`config.mk`:
```
export PLATFORM = sky130hd
export DESIGN_NAME = mux_mode_scheduler_flat
export DESIGN_NICKNAME = d
export VERILOG_FILES = /design/src/rtl/mux_mode_scheduler_pkg.sv /design/src/rtl/mux_mode_scheduler_if.sv /design/src/rtl/mux_mode_scheduler_debouncer.sv /design/src/rtl/mux_mode_scheduler.sv /design/src/flat_wrapper.sv
export SDC_FILE = /design/constraint.sdc
export NUM_CORES = 1
export LEC_CHECK = 0
export BUFFER_PORTS_ARGS = -buffer_cell sky130_fd_sc_hd__buf_2
export CORE_UTILIZATION = 60
export CTS_BUF_LIST = sky130_fd_sc_hd__clkbuf_4 sky130_fd_sc_hd__clkbuf_8
export DETAILED_ROUTE_END_ITERATION = 10
export MAX_ROUTING_LAYER = met4
export PLACE_DENSITY = 0.81
export SETUP_SLACK_MARGIN = 0.1
export SLEW_MARGIN = 0
export SYNTH_ARGS = -nofsm -noshare
export SYNTH_HDL_FRONTEND = slang
export SYNTH_SLANG_ARGS = --single-unit
```
`constraint.sdc`:
```
create_clock -name clk_in -period 1.9 [get_ports clk_in]
set_input_delay 0.095 -clock clk_in [delete_from_list [all_inputs] [get_ports clk_in]]
set_output_delay 0.095 -clock clk_in [all_outputs]
set_load 0.1 [all_outputs]
```
`src/rtl/mux_mode_scheduler_pkg.sv`:
```
// Shared video mode definitions for the pixel mux select path.
// Mode enums, the staged/applied pair type and its 4-bit auto-advance step.
package video_modes_pkg;

  typedef enum logic [1:0] {
    BG_CAMERA  = 2'd0,
    BG_CHANNEL = 2'd1,
    BG_THRESH  = 2'd2,
    BG_YMASK   = 2'd3
  } bg_mode_t;

  typedef enum logic [1:0] {
    TGT_NONE      = 2'd0,
    TGT_CROSSHAIR = 2'd1,
    TGT_SPRITE    = 2'd2,
    TGT_MARK      = 2'd3
  } tgt_mode_t;

  typedef enum logic {
    SCHED_IDLE   = 1'b0,
    SCHED_STAGED = 1'b1
  } sched_state_t;

  typedef struct packed {
    tgt_mode_t target;
    bg_mode_t  bg;
  } mode_pair_t;

  localparam bg_mode_t   DEFAULT_BG   = BG_CAMERA;
  localparam tgt_mode_t  DEFAULT_TGT  = TGT_NONE;
  localparam mode_pair_t DEFAULT_MODE = '{target: DEFAULT_TGT, bg: DEFAULT_BG};

  // Treat {target,bg} as one 4-bit counter: bg wrapping past YMASK carries into target.
  function automatic mode_pair_t mode_step(input mode_pair_t m);
    mode_pair_t r;
    r = m;
    r.bg = bg_mode_t'(m.bg + 2'd1);
    if (m.bg == BG_YMASK) begin
      r.target = tgt_mode_t'(m.target + 2'd1);
    end
    return r;
  endfunction

endpackage

```
`src/rtl/mux_mode_scheduler_if.sv`:
```
// Button/frame inputs and mux select outputs of the mode scheduler.
interface mux_mode_scheduler_if;
  logic       btn_bg_in;
  logic       btn_target_in;
  logic       auto_en_in;
  logic       new_frame_in;
  logic [1:0] bg_out;
  logic [1:0] target_out;
  logic       pending_out;
  logic       mode_changed_out;

  modport master (
    output btn_bg_in, btn_target_in, auto_en_in, new_frame_in,
    input  bg_out, target_out, pending_out, mode_changed_out
  );

  modport slave (
    input  btn_bg_in, btn_target_in, auto_en_in, new_frame_in,
    output bg_out, target_out, pending_out, mode_changed_out
  );
endinterface

```
`src/rtl/mux_mode_scheduler_debouncer.sv`:
```
// Two-flop synchronizer plus stability-counter debouncer for one raw button.
// press_out pulses for one cycle when the debounced level rises.
module button_debouncer #(
  parameter logic [15:0] DEBOUNCE_CYCLES = 16'd50000
) (
  input  logic clk_in,
  input  logic rst_in,
  input  logic btn_in,
  output logic press_out
);

  logic        sync_meta;
  logic        sync_btn;
  logic        level;
  logic [15:0] stable_cnt;
  logic        flip;

  // The counter only runs while the synchronized input disagrees with the level.
  assign flip = (sync_btn != level) && (stable_cnt == DEBOUNCE_CYCLES - 16'd1);

  always_ff @(posedge clk_in) begin
    if (rst_in) begin
      sync_meta  <= 1'b0;
      sync_btn   <= 1'b0;
      level      <= 1'b0;
      stable_cnt <= 16'd0;
      press_out  <= 1'b0;
    end else begin
      sync_meta <= btn_in;
      sync_btn  <= sync_meta;
      press_out <= flip && sync_btn;
      if (sync_btn == level) begin
        stable_cnt <= 16'd0;
      end else if (flip) begin
        level      <= sync_btn;
        stable_cnt <= 16'd0;
      end else begin
        stable_cnt <= stable_cnt + 16'd1;
      end
    end
  end

endmodule

```
`src/rtl/mux_mode_scheduler.sv`:
```
// Frame-synchronous bg/overlay mode select controller: debounced button requests
// and optional auto-cycling are staged and only applied on a new_frame_in pulse.
module mux_mode_scheduler
  import video_modes_pkg::*;
#(
  parameter logic [15:0] DEBOUNCE_CYCLES = 16'd50000,
  parameter logic [7:0]  AUTO_FRAMES     = 8'd120
) (
  input logic             clk_in,
  input logic             rst_in,
  mux_mode_scheduler_if.slave bus
);

  logic         req_bg;
  logic         req_target;
  logic         auto_step;
  logic         changed_d;
  logic         changed_q;
  logic [7:0]   frame_cnt_d;
  logic [7:0]   frame_cnt_q;
  mode_pair_t   staged_d;
  mode_pair_t   staged_q;
  mode_pair_t   applied_d;
  mode_pair_t   applied_q;
  sched_state_t state_d;
  sched_state_t state_q;

  button_debouncer #(.DEBOUNCE_CYCLES(DEBOUNCE_CYCLES)) u_bg_debounce (
    .clk_in    (clk_in),
    .rst_in    (rst_in),
    .btn_in    (bus.btn_bg_in),
    .press_out (req_bg)
  );

  button_debouncer #(.DEBOUNCE_CYCLES(DEBOUNCE_CYCLES)) u_target_debounce (
    .clk_in    (clk_in),
    .rst_in    (rst_in),
    .btn_in    (bus.btn_target_in),
    .press_out (req_target)
  );

  // Next staged value folds in same-cycle requests and the auto step before any apply.
  always_comb begin
    staged_d    = staged_q;
    applied_d   = applied_q;
    frame_cnt_d = frame_cnt_q;
    changed_d   = 1'b0;
    state_d     = state_q;
    auto_step   = bus.auto_en_in && bus.new_frame_in &&
                  (frame_cnt_q == AUTO_FRAMES - 8'd1);

    if (req_bg) begin
      staged_d.bg = bg_mode_t'(staged_q.bg + 2'd1);
    end
    if (req_target) begin
      staged_d.target = tgt_mode_t'(staged_q.target + 2'd1);
    end
    if (auto_step) begin
      staged_d = mode_step(staged_d);
    end

    if (req_bg || req_target || !bus.auto_en_in) begin
      frame_cnt_d = 8'd0;
    end else if (bus.new_frame_in) begin
      frame_cnt_d = auto_step ? 8'd0 : frame_cnt_q + 8'd1;
    end

    if (bus.new_frame_in) begin
      applied_d = staged_d;
      changed_d = (staged_d != applied_q);
    end

    // STAGED also collapses back to IDLE when wrapping lands on the applied value.
    case (state_q)
      SCHED_IDLE: begin
        if (staged_d != applied_d) begin
          state_d = SCHED_STAGED;
        end
      end
      SCHED_STAGED: begin
        if (bus.new_frame_in || (staged_d == applied_d)) begin
          state_d = SCHED_IDLE;
        end
      end
      default: state_d = SCHED_IDLE;
    endcase
  end

  always_ff @(posedge clk_in) begin
    if (rst_in) begin
      staged_q    <= DEFAULT_MODE;
      applied_q   <= DEFAULT_MODE;
      frame_cnt_q <= 8'd0;
      changed_q   <= 1'b0;
      state_q     <= SCHED_IDLE;
    end else begin
      staged_q    <= staged_d;
      applied_q   <= applied_d;
      frame_cnt_q <= frame_cnt_d;
      changed_q   <= changed_d;
      state_q     <= state_d;
    end
  end

  assign bus.bg_out           = applied_q.bg;
  assign bus.target_out       = applied_q.target;
  assign bus.pending_out      = (state_q == SCHED_STAGED);
  assign bus.mode_changed_out = changed_q;

endmodule
```
`src/flat_wrapper.sv`:
```
// flat-port wrapper written by rule: the top's interface ports become plain ports
module mux_mode_scheduler_flat import video_modes_pkg::*;
#(
  parameter logic [15:0] DEBOUNCE_CYCLES = 16'd50000,
  parameter logic [7:0]  AUTO_FRAMES     = 8'd120
)
  (clk_in, rst_in, bus_btn_bg_in, bus_btn_target_in, bus_auto_en_in, bus_new_frame_in, bus_bg_out, bus_target_out, bus_pending_out, bus_mode_changed_out);
  mux_mode_scheduler_if bus_i ();
  input logic clk_in;
  input logic rst_in;
  input wire logic [$bits(bus_i.btn_bg_in)-1:0] bus_btn_bg_in;
  input wire logic [$bits(bus_i.btn_target_in)-1:0] bus_btn_target_in;
  input wire logic [$bits(bus_i.auto_en_in)-1:0] bus_auto_en_in;
  input wire logic [$bits(bus_i.new_frame_in)-1:0] bus_new_frame_in;
  output wire logic [$bits(bus_i.bg_out)-1:0] bus_bg_out;
  output wire logic [$bits(bus_i.target_out)-1:0] bus_target_out;
  output wire logic [$bits(bus_i.pending_out)-1:0] bus_pending_out;
  output wire logic [$bits(bus_i.mode_changed_out)-1:0] bus_mode_changed_out;
  assign bus_i.btn_bg_in = bus_btn_bg_in;
  assign bus_i.btn_target_in = bus_btn_target_in;
  assign bus_i.auto_en_in = bus_auto_en_in;
  assign bus_i.new_frame_in = bus_new_frame_in;
  assign bus_bg_out = bus_i.bg_out;
  assign bus_target_out = bus_i.target_out;
  assign bus_pending_out = bus_i.pending_out;
  assign bus_mode_changed_out = bus_i.mode_changed_out;
  mux_mode_scheduler #(.DEBOUNCE_CYCLES(DEBOUNCE_CYCLES), .AUTO_FRAMES(AUTO_FRAMES)) u_core (.clk_in(clk_in), .rst_in(rst_in), .bus(bus_i));
endmodule
```
==> impl_metrics.env <==
export IMPL_outcome="finished, final reports clean"
export IMPL_fmax_mhz=542
export IMPL_slew_violations=0
export IMPL_detailedPlacementHpwl_um=2840
export IMPL_fin_setup_tns_ns=0
export IMPL_grt_max_degree=21
export IMPL_timing_critical_path_buf_inv=0
export IMPL_seq_area_frac_synth_pct=47.1
export IMPL_clock_latency_ns=0.32
export IMPL_period_minus_slack_ns=1.84
export IMPL_fin_skew_ns=0.00973
export IMPL_place_ws_ns=0.0956
export IMPL_syn_inst=263
export IMPL_vias=1805
export IMPL_tightest_slew_ns=0.494
export IMPL_die_width_um=66.1
export IMPL_critPathSlowestCell="dfxtp_1"
export IMPL_arrival_ns=2.02
export IMPL_whs_path_depth=3
export IMPL_power_density_nw_per_um2=850
export IMPL_die_area_um2=4370
export IMPL_cts_tree="built"
export IMPL_drt_iter0_markers=65
export IMPL_final_setup_viol_count=0
export IMPL_place_congestion=0.826
export IMPL_syn_nets=273
export IMPL_hold_class="input pin to flip-flop"
export IMPL_antenna_found_initial=0
export IMPL_fillers=250
export IMPL_clkTransAtPathRegs_ns=0.07
export IMPL_synth_area_um2=2470
export IMPL_grt_util_all_layers_pct=23.0
export IMPL_synth_area_per_cell_um2=9.38
export IMPL_seq_area_um2=1160
export IMPL_max_slew_margin_pct=67.3
export IMPL_synthFlopType="dfxtp_1"
export IMPL_cp_top_family="simple AND/OR/NAND/NOR gates"
export IMPL_core_area_um2=3800
export IMPL_synthXorXnorAreaFrac_pct=17.8
export IMPL_p_leak_nw=1.09
export IMPL_vias_per_cell=5.31
export IMPL_hold_viol=0
export IMPL_peakVddDrop_uv=654
export IMPL_cts_sinks=58
export IMPL_path_cells="ha_1 > and3_4 > nand3_2 > mux2i_2 > xor2_1 > a311oi_1"
export IMPL_reg2reg_depth=6
export IMPL_rows=22
export IMPL_drtAntennaViolNets=0
export IMPL_drc=0
export IMPL_finalWorstSetupSlack_ns=0.0558
export IMPL_end_kind="flip-flop"
export IMPL_antenna_cells=0
export IMPL_critPathKind="flip-flop to flip-flop"
export IMPL_grt_pass1_vias=1694
export IMPL_synth_top_family_by_area="simple AND/OR/NAND/NOR gates"
export IMPL_synth_simple_area_share_pct=27.8
export IMPL_wl_per_cell_um=13.2
export IMPL_firstDrtPassIters=4
export IMPL_synthMuxAreaShare_pct=2.03
export IMPL_crit_required_ns=2.08
export IMPL_port_buffers=11
export IMPL_area_growth_pct=17.0
export IMPL_ys_ff_latch=58
export IMPL_cts_buffers=9
export IMPL_cts_htree_levels=3
export IMPL_cts_root_buf="clkbuf_8"
export IMPL_ys_types=35
export IMPL_startpoint_type="flip-flop"
export IMPL_grt_first_pass_wirelength_um=7290
export IMPL_clockBufferDepth=2
export IMPL_drv_cap=0
export IMPL_crit_fanout=4
export IMPL_initial_core_util_pct=64.9
export IMPL_synth_enable_flop_cells=0
export IMPL_synthArstFlopShare_pct=0
export IMPL_multi_input_area_um2=1330
export IMPL_grt_overflow=0
export IMPL_yosysWarnings=0
export IMPL_synth_fa_ha_area_share_pct=2.03
export IMPL_die_h_um=66.1
export IMPL_final_cell_mix="nor2_1 (56), dfxtp_1 (56), xor2_1 (25)"
export IMPL_ios=12
export IMPL_drt_wl_total_um=4480
export IMPL_critPathMaxStageDelay_ns=0.35
export IMPL_timing_final_crit_share_pct=97.1
export IMPL_synth_compound_area_share_pct=1.93
export IMPL_layout_drive_gt1_share_pct=16.1
export IMPL_fin_util_pct=76.0
export IMPL_fin_nets=298
export IMPL_cp_depth=6
export IMPL_rsz0062_at_grt="true"
## state kept, by name, indices dropped and copies added (netlist names)
name                                 cells
u_core.u_target_debounce.sync_meta       1
u_core.bus.target_out                    2
u_core.u_target_debounce.sync_btn        1
u_core.u_bg_debounce.press_out           1
u_core.u_bg_debounce.stable_cnt         16
u_core.u_bg_debounce.sync_btn            1
u_core.u_bg_debounce.sync_meta           1
u_core.bus.bg_out                        2
u_core.u_bg_debounce.level               1
u_core.u_target_debounce.stable_cnt     16
u_core.bus.mode_changed_out              1
u_core.frame_cnt_q                       8
u_core.bus.pending_out                   1
u_core.u_target_debounce.level           1
u_core.u_target_debounce.press_out       1
u_core.staged_q                          4
## final cells by class
type	count	area share (%)
Tap cell	48	2.08
Timing Repair Buffer	19	4.16
Clock buffer	13	5.98
Sequential cell	58	40.3
Multi-Input combinational cell	198	46.0
Clock inverter	2	1.21
Inverter	2	0.260
## cell families (layout without fill, tap and decap cells)
family                   after synthesis  count (layout)
AO/OA/AOI/OAI                          7               7
XOR/XNOR                              47              47
adder cells (fa/ha/maj)                4               4
buffers and inverters                  7              36
flip-flops                            58              58
multiplexers                           5               5
AND/OR/NAND/NOR                      135             135
## report_power, final
part | internal (mW) | switching [mW] | leakage, nW | total (mW)
registers | 1.22 | 0.00549 | 0.469 | 1.23
clock network | 0.718 | 0.436 | 0.109 | 1.15
logic | 0.0232 | 0.0436 | 0.507 | 0.0668
total | 1.97 | 0.485 | 1.09 | 2.45
## synth_stat cells, types with 2 or more instances
cell,number,share of area [%]
a21oi_1,3,0.61
a311oi_1,2,0.71
and3_1,7,1.8
and4_1,4,1.4
clkbuf_1,4,0.61
dfxtp_1,58,47
ha_1,4,2.0
inv_1,2,0.30
mux2i_1,5,2.0
nand2_1,22,3.3
nand2b_1,2,0.51
nand3_1,14,2.8
nand4_1,6,1.5
nor2_1,56,8.5
nor2b_1,6,1.5
nor3_1,2,0.41
nor4_1,3,0.76
or3_1,2,0.51
xnor2_1,20,7.1
xnor3_1,2,1.8
xor2_1,25,8.9
## path summary, 6_finish.rpt
check                                                                  startpoint                                                end  slack (ns)
worst max register to register                 u_core.frame_cnt_q[1]$_SDFFE_PP0P_             u_core.bus.mode_changed_out$_SDFF_PP0_        0.06
worst min-delay path                                                       rst_in                 u_core.frame_cnt_q[0]$_SDFFE_PP0P_        0.11
worst min register to register  u_core.u_target_debounce.stable_cnt[0]$_SDFF_PP0_  u_core.u_target_debounce.stable_cnt[0]$_SDFF_PP0_        0.45
worst max-delay path                           u_core.frame_cnt_q[1]$_SDFFE_PP0P_             u_core.bus.mode_changed_out$_SDFF_PP0_        0.06
## worst reg2reg max path, stage by stage, from the launching register on
cell and delay, ns:
dfxtp_1 0.35, ha_1 0.18, and3_4 0.23, nand3_2 0.13, mux2i_2 0.33, xor2_1 0.33
a311oi_1 0.15
## layer usage
metal	vias up	track usage [%]	part of all wire, %
met5	-	-	0
met3	8	4.83	2.1
met2	20	36.0	47
met4	0	13.0	1.8
li1	935	-	-
met1	842	27.5	49
## what timing repair did
item | 4_1_cts | 5_1_grt
endpoints found under the hold margin | 2 | 0
buffers inserted | 0 | 2
hold buffers | 2 | 0
resized for setup | 1 | 10
cloned | 0 | 0
setup endpoints to repair | 2 | 19
pin swaps | 0 | 4
## through the flow
stage	instance area, um2	total power, mW	cells	hold slack, ns
2_1_floorplan	2470	1.30	263	0.223
3_3_place_gp	2590	1.32	321	0.303
3_5_place_dp	2590	1.32	321	0.318
4_1_cts	2820	2.47	338	0.0971
5_1_grt	2890	2.54	340	0.129
6_report	2890	2.45	340	0.110
(Power assumes the default switching activity.)
